<file path="config.mk">
export PLATFORM = sky130hd
export DESIGN_NAME = i2c_byte_shifter
export DESIGN_NICKNAME = d
export VERILOG_FILES = /design/src/rtl/i2c_pkg.sv /design/src/rtl/i2c_edge_det.sv /design/src/rtl/i2c_byte_shifter.sv
export SDC_FILE = /design/constraint.sdc
export NUM_CORES = 1
export LEC_CHECK = 0
export ABC_AREA = 0
export BUFFER_PORTS_ARGS = -buffer_cell sky130_fd_sc_hd__buf_4
export CAP_MARGIN = 20
export CORE_MARGIN = 2
export CORE_UTILIZATION = 40
export DETAILED_ROUTE_END_ITERATION = 6
export GPL_TIMING_DRIVEN = 0
export PLACE_DENSITY = 0.68
export SLEW_MARGIN = 40
export SYNTH_ARGS = -nofsm -noshare
export SYNTH_HDL_FRONTEND = slang
export SYNTH_SLANG_ARGS = --single-unit
export TNS_END_PERCENT = 20
</file>
<file path="constraint.sdc">
create_clock -name pclk -period 3.9 [get_ports pclk]
set_input_delay 0.39 -clock pclk [delete_from_list [all_inputs] [get_ports pclk]]
set_output_delay 0.39 -clock pclk [all_outputs]
set_load 0.005 [all_outputs]
</file>
<file path="src/rtl/i2c_pkg.sv">
// Shared I2C master types and constants.
// Latency: n/a (declarations only).
// Backpressure: n/a.
// Contents: shifter FSM state enum, default frame width.
package i2c_pkg;

  localparam int I2C_DATA_WIDTH = 8;

  typedef enum logic [1:0] {
    IDLE  = 2'd0,
    SHIFT = 2'd1,
    ACK   = 2'd2
  } shifter_state_t;

endpackage

</file>
<file path="src/rtl/i2c_edge_det.sv">
// SCL edge detector: one-register history of the synchronised SCL pad level.
// Latency: rise/fall are combinational in the cycle the new level first appears.
// Backpressure: none; edges are single-cycle strobes.
// Ports: i_clk, i_rst (sync, active-high), i_scl (pad level),
//        o_rise / o_fall (mutually exclusive edge strobes).
module i2c_edge_det #(
  parameter logic RESET_VAL = 1'b1
) (
  input  logic i_clk,
  input  logic i_rst,
  input  logic i_scl,
  output logic o_rise,
  output logic o_fall
);

  logic r_scl_q;

  // Reset high: an idle bus reads high, so leaving reset never fakes an edge.
  always_ff @(posedge i_clk) begin
    if (i_rst) begin
      r_scl_q <= RESET_VAL;
    end else begin
      r_scl_q <= i_scl;
    end
  end

  assign o_rise = i_scl & ~r_scl_q;
  assign o_fall = ~i_scl & r_scl_q;

endmodule

</file>
<file path="src/rtl/i2c_byte_shifter.sv">
// SDA byte shift engine: shifts one byte MSB-first out or in, then runs the ACK clock.
// Latency: SDA drive updates one pclk after the SCL edge is seen; result pulses one pclk after the ACK-slot fall.
// Backpressure: byte_start honoured only while busy=0; SCL stretching just delays edges.
// Ports: pclk/preset (sync, active-high); scl_pad_i/sda_pad_i pad levels;
//        byte_start/byte_dir/tx_data/ack_to_send request, abort;
//        sda_pad_oe open-drain pull-down, busy, byte_done, rx_data, ack_received, arb_lost.
module i2c_byte_shifter
  import i2c_pkg::*;
#(
  parameter int DATA_WIDTH = I2C_DATA_WIDTH
) (
  input  logic                  pclk,
  input  logic                  preset,
  input  logic                  scl_pad_i,
  input  logic                  sda_pad_i,
  input  logic                  byte_start,
  input  logic                  byte_dir,
  input  logic [DATA_WIDTH-1:0] tx_data,
  input  logic                  ack_to_send,
  input  logic                  abort,
  output logic                  sda_pad_oe,
  output logic                  busy,
  output logic                  byte_done,
  output logic [DATA_WIDTH-1:0] rx_data,
  output logic                  ack_received,
  output logic                  arb_lost
);

  localparam int                CNT_W    = $clog2(DATA_WIDTH + 1);
  localparam logic [CNT_W-1:0]  CNT_LAST = CNT_W'(DATA_WIDTH);

  logic w_scl_rise;
  logic w_scl_fall;

  shifter_state_t r_state, w_state_nxt;
  logic                  r_dir,      w_dir_nxt;
  logic                  r_ack_send, w_ack_send_nxt;
  logic [DATA_WIDTH-1:0] r_shift,    w_shift_nxt;
  logic [CNT_W-1:0]      r_cnt,      w_cnt_nxt;
  logic                  r_oe,       w_oe_nxt;
  logic                  r_done,     w_done_nxt;
  logic                  r_arb,      w_arb_nxt;
  logic [DATA_WIDTH-1:0] r_rx,       w_rx_nxt;
  logic                  r_ack_rx,   w_ack_rx_nxt;

  i2c_edge_det #(
    .RESET_VAL (1'b1)
  ) u_edge_det (
    .i_clk  (pclk),
    .i_rst  (preset),
    .i_scl  (scl_pad_i),
    .o_rise (w_scl_rise),
    .o_fall (w_scl_fall)
  );

  always_ff @(posedge pclk) begin
    if (preset) begin
      r_state    <= IDLE;
      r_dir      <= 1'b0;
      r_ack_send <= 1'b1;
      r_shift    <= '0;
      r_cnt      <= '0;
      r_oe       <= 1'b0;
      r_done     <= 1'b0;
      r_arb      <= 1'b0;
      r_rx       <= '0;
      r_ack_rx   <= 1'b0;
    end else begin
      r_state    <= w_state_nxt;
      r_dir      <= w_dir_nxt;
      r_ack_send <= w_ack_send_nxt;
      r_shift    <= w_shift_nxt;
      r_cnt      <= w_cnt_nxt;
      r_oe       <= w_oe_nxt;
      r_done     <= w_done_nxt;
      r_arb      <= w_arb_nxt;
      r_rx       <= w_rx_nxt;
      r_ack_rx   <= w_ack_rx_nxt;
    end
  end

  always_comb begin
    w_state_nxt    = r_state;
    w_dir_nxt      = r_dir;
    w_ack_send_nxt = r_ack_send;
    w_shift_nxt    = r_shift;
    w_cnt_nxt      = r_cnt;
    w_done_nxt     = 1'b0;
    w_arb_nxt      = 1'b0;
    w_rx_nxt       = r_rx;
    w_ack_rx_nxt   = r_ack_rx;
    w_oe_nxt       = 1'b0;

    if (abort) begin
      // Abort beats everything, including a same-cycle byte_start.
      w_state_nxt = IDLE;
    end else begin
      unique case (r_state)
        IDLE: begin
          if (byte_start) begin
            w_state_nxt    = SHIFT;
            w_dir_nxt      = byte_dir;
            w_shift_nxt    = tx_data;
            w_ack_send_nxt = ack_to_send;
            w_cnt_nxt      = '0;
          end
        end

        SHIFT: begin
          // Guard on the count so a stray extra high can never push past the frame.
          if (w_scl_rise && (r_cnt != CNT_LAST)) begin
            w_cnt_nxt = r_cnt + CNT_W'(1);
            if (r_dir) begin
              w_shift_nxt = {r_shift[DATA_WIDTH-2:0], sda_pad_i};
            end else if (r_shift[DATA_WIDTH-1] && !sda_pad_i) begin
              // We released SDA for a 1 but someone else holds it low.
              w_arb_nxt   = 1'b1;
              w_state_nxt = IDLE;
            end
          end else if (w_scl_fall) begin
            if (r_cnt == CNT_LAST) begin
              w_state_nxt = ACK;
            end else if (!r_dir) begin
              w_shift_nxt = {r_shift[DATA_WIDTH-2:0], 1'b0};
            end
          end
        end

        ACK: begin
          if (w_scl_rise && !r_dir) begin
            w_ack_rx_nxt = sda_pad_i;
          end else if (w_scl_fall) begin
            if (r_dir) begin
              w_rx_nxt = r_shift;
            end
            w_done_nxt  = 1'b1;
            w_state_nxt = IDLE;
          end
        end

        default: begin
          w_state_nxt = IDLE;
        end
      endcase
    end

    // Drive is derived from next-cycle state so the pad output is a clean flop
    // that only moves on the pclk after an SCL fall (or on accept/abort/loss).
    if ((w_state_nxt == SHIFT) && !w_dir_nxt) begin
      w_oe_nxt = ~w_shift_nxt[DATA_WIDTH-1];
    end else if ((w_state_nxt == ACK) && w_dir_nxt) begin
      w_oe_nxt = ~w_ack_send_nxt;
    end
  end

  assign sda_pad_oe   = r_oe;
  assign busy         = (r_state != IDLE);
  assign byte_done    = r_done;
  assign arb_lost     = r_arb;
  assign rx_data      = r_rx;
  assign ack_received = r_ack_rx;

endmodule

</file>
==> flow_summary.yaml <==
run_status:
  status: "finished, final reports clean"
timing:
  slew-limit-headroom_pct: 51.3
  grt_setup_unrepaired: "no"
  finClkSkew_ns: 0.0129
  drv_slew: 0
  setup_viol: 0
  hold_viol: 0
  period_share_pct: 48.9
  fin_tns_setup_ns: 0
  worst_slack_ns: 1.99
  period_needed_ns: 1.91
  fin_hold_ws_ns: 0.274
  tightest_slew_ns: 0.725
  max_freq_mhz: 524
finish:
  drive_gt1_share_pct: 24.9
  multiInputGateArea_sq_um: 714
  seq_area_sq_um: 581
  fin_nets: 198
  utilization_pct: 50.3
  syn2layout_area_growth_pct: 22.4
  fill_cells: 344
  diodes: 0
critical_path:
  r2r-end: "r_shift[0]"
  cp_max_fo: 10
  reg2reg_from: "r_cnt[0]"
  end_kind: "register"
  path_class: "reg2reg"
  cp.required_ns: 4.10
  cp_data_arrival_time_ns: 2.11
  regToRegSetupSlack_ns: 1.99
  start_kind: "register"
  r2r_cells: 8
cts:
  clkSinkCount: 29
  post_cts_buffers: 0
  clock_latency_ns: 0.33
  cts_tree: "built"
  cts_buffers: 5
  root_buffer: "clkbuf_4"
  clkTransAtPathRegs_ns: 0.09
  cts_resized: 0
  hold_buffers: 0
  clock_path_buffers: 2
  h-tree-depth: 2
min_path:
  min_path_type: "in2reg"
  hp-start: "ack_to_send"
  min_to: "r_ack_send"
  min_path_cells: 2
floorplanning:
  chipWidth_um: 62.3
  fp.coreArea_sq_um: 3310
  die_area_sq_um: 3880
  start_util_pct: 41.1
  io_pins: 29
  rows: 21
  fp.dieH_um: 62.3
routing:
  drcViolationCount: 0
  postRouteAntennaNets: 0
  routedWlPerCell_um: 13.1
  vias: 1200
  drtPass1Iterations: 4
  drt-total-wl_um: 2980
  viasPerCell: 5.29
  drtIter0Drc: 54
pwr:
  p_leak_uw: 0.000647
  irDropWorstVdd_mv: 0.204
  p_per_area_nw_per_um2: 330
  p_total_uw: 549
synthesis:
  synth_edf_count: 0
  synth_cell_types: 38
  synth-seq-area-share_pct: 42.7
  ys_ff_latch: 29
  ys_warn_count: 0
  synth_common_cells: "dfxtp_1, nor2_1, nor3_1, mux2i_1, nor2b_1"
  synth.most_common_cell: "dfxtp_1"
  synth.avg_cell_area_sq_um: 9.25
  synth.largest_area_cell: "dfxtp_1"
  yosys.area.top_type_share_pct: 42.7
  netlist_area_sq_um: 1360
  synth_top_cells_by_area: "dfxtp_1, mux2i_1, a221oi_1"
  ys.flop_type: "dfxtp_1"
  synth_nets: 165
  syn_inst: 147
  synthArstFlopShare_pct: 0
global_routing:
  grt_max_degree: 11
  grt_pass1_vias: 1175
  antenna_found_initial: 0
  grt_usage_pct: 17.2
  overflow: 0
  grt_pass1_wl_um: 5380
placed_design:
  dp_hpwl_um: 2210
  gp_congestion: 0.823
  pre_cts_ws_ns: 1.95
  numPortBuffers: 26
run:
  max_cap_violations: 0
## power by group
group | total [uW] | switching, uW | internal (uW)
combinational | 65.8 | 34.7 | 31.1
sequential | 312 | 7.54 | 305
clock | 170 | 102 | 68.5
## through the flow
step | area [sq um] | std cells
2_1_floorplan | 1360 | 147
3_3_place_gp | 1610 | 219
3_5_place_dp | 1610 | 219
4_1_cts | 1660 | 227
5_1_grt | 1660 | 227
6_report | 1660 | 227
## layout by cell type, fill, tap and decap left out, types with 4 or more instances in the layout
cell	synthesis	final
clkbuf_1	5	6
nor2b_1	8	8
a21oi_1	5	5
buf_4	0	26
nor4_1	4	4
nor2_1	16	16
clkbuf_4	0	5
mux2i_1	11	11
dfxtp_1	29	29
nor3_1	12	12
a221oi_1	7	7
nand2b_1	4	4
inv_1	4	4
nand2_1	6	6
## worst max-delay path: stages, from the launching register on
cell and delay, ns:
dfxtp_1 0.34, inv_1 0.09, ha_1 0.17, and3b_1 0.25, a21oi_1 0.07, o21ai_1 0.23
clkbuf_1 0.36, mux2i_1 0.23, nor2_1 0.06
## cell type report
type,instances,share of cell area [%]
Sequential cell,29,34.9
Clock buffer,6,2.48
Clock inverter,2,0.602
Inverter,5,1.13
Timing Repair Buffer,26,11.7
Tap cell,46,3.46
Multi-Input combinational cell,105,42.9
Buffer,8,2.78
## worst max-delay path by stage
stage                       to  slack [ns]  startpoint  cells after the start
floorplan           sda_pad_oe        2.23  r_state[1]                      7
global placement    sda_pad_oe        1.97  byte_start                      7
detailed placement  r_shift[3]        1.95   scl_pad_i                      7
CTS                 sda_pad_oe        2.00  r_state[1]                      7
global route        r_shift[0]        1.77    r_cnt[0]                      8
finish              r_shift[0]        1.99    r_cnt[0]                      8
## logic make-up (layout without fill, tap and decap cells)
group / count (synthesis) / count (layout) / share of synthesized area (%)
compound gates: 22 / 22 / 11.4
buf+inv: 13 / 47 / 4.78
simple gates: 67 / 67 / 29.1
fa+ha+maj: 2 / 2 / 1.84
xor+xnor: 2 / 2 / 1.29
flops: 29 / 29 / 42.7
mux: 12 / 12 / 8.92
## sequential cells by signal, indices dropped and copies added (netlist names)
register / flops
r_ack_send: 1
byte_done: 1
ack_received: 1
r_state: 2
r_cnt: 4
rx_data: 8
u_edge_det.r_scl_q: 1
sda_pad_oe: 1
r_shift: 8
arb_lost: 1
r_dir: 1
## per-layer routing
layer / routed length [um] / global-route usage [%]
met1: 1350 / 20.9
met2: 1390 / 28.3
met3: 188 / 5.98
met4: 51 / 6.39
met5: 0 / 0
(Power assumes the default switching activity.)
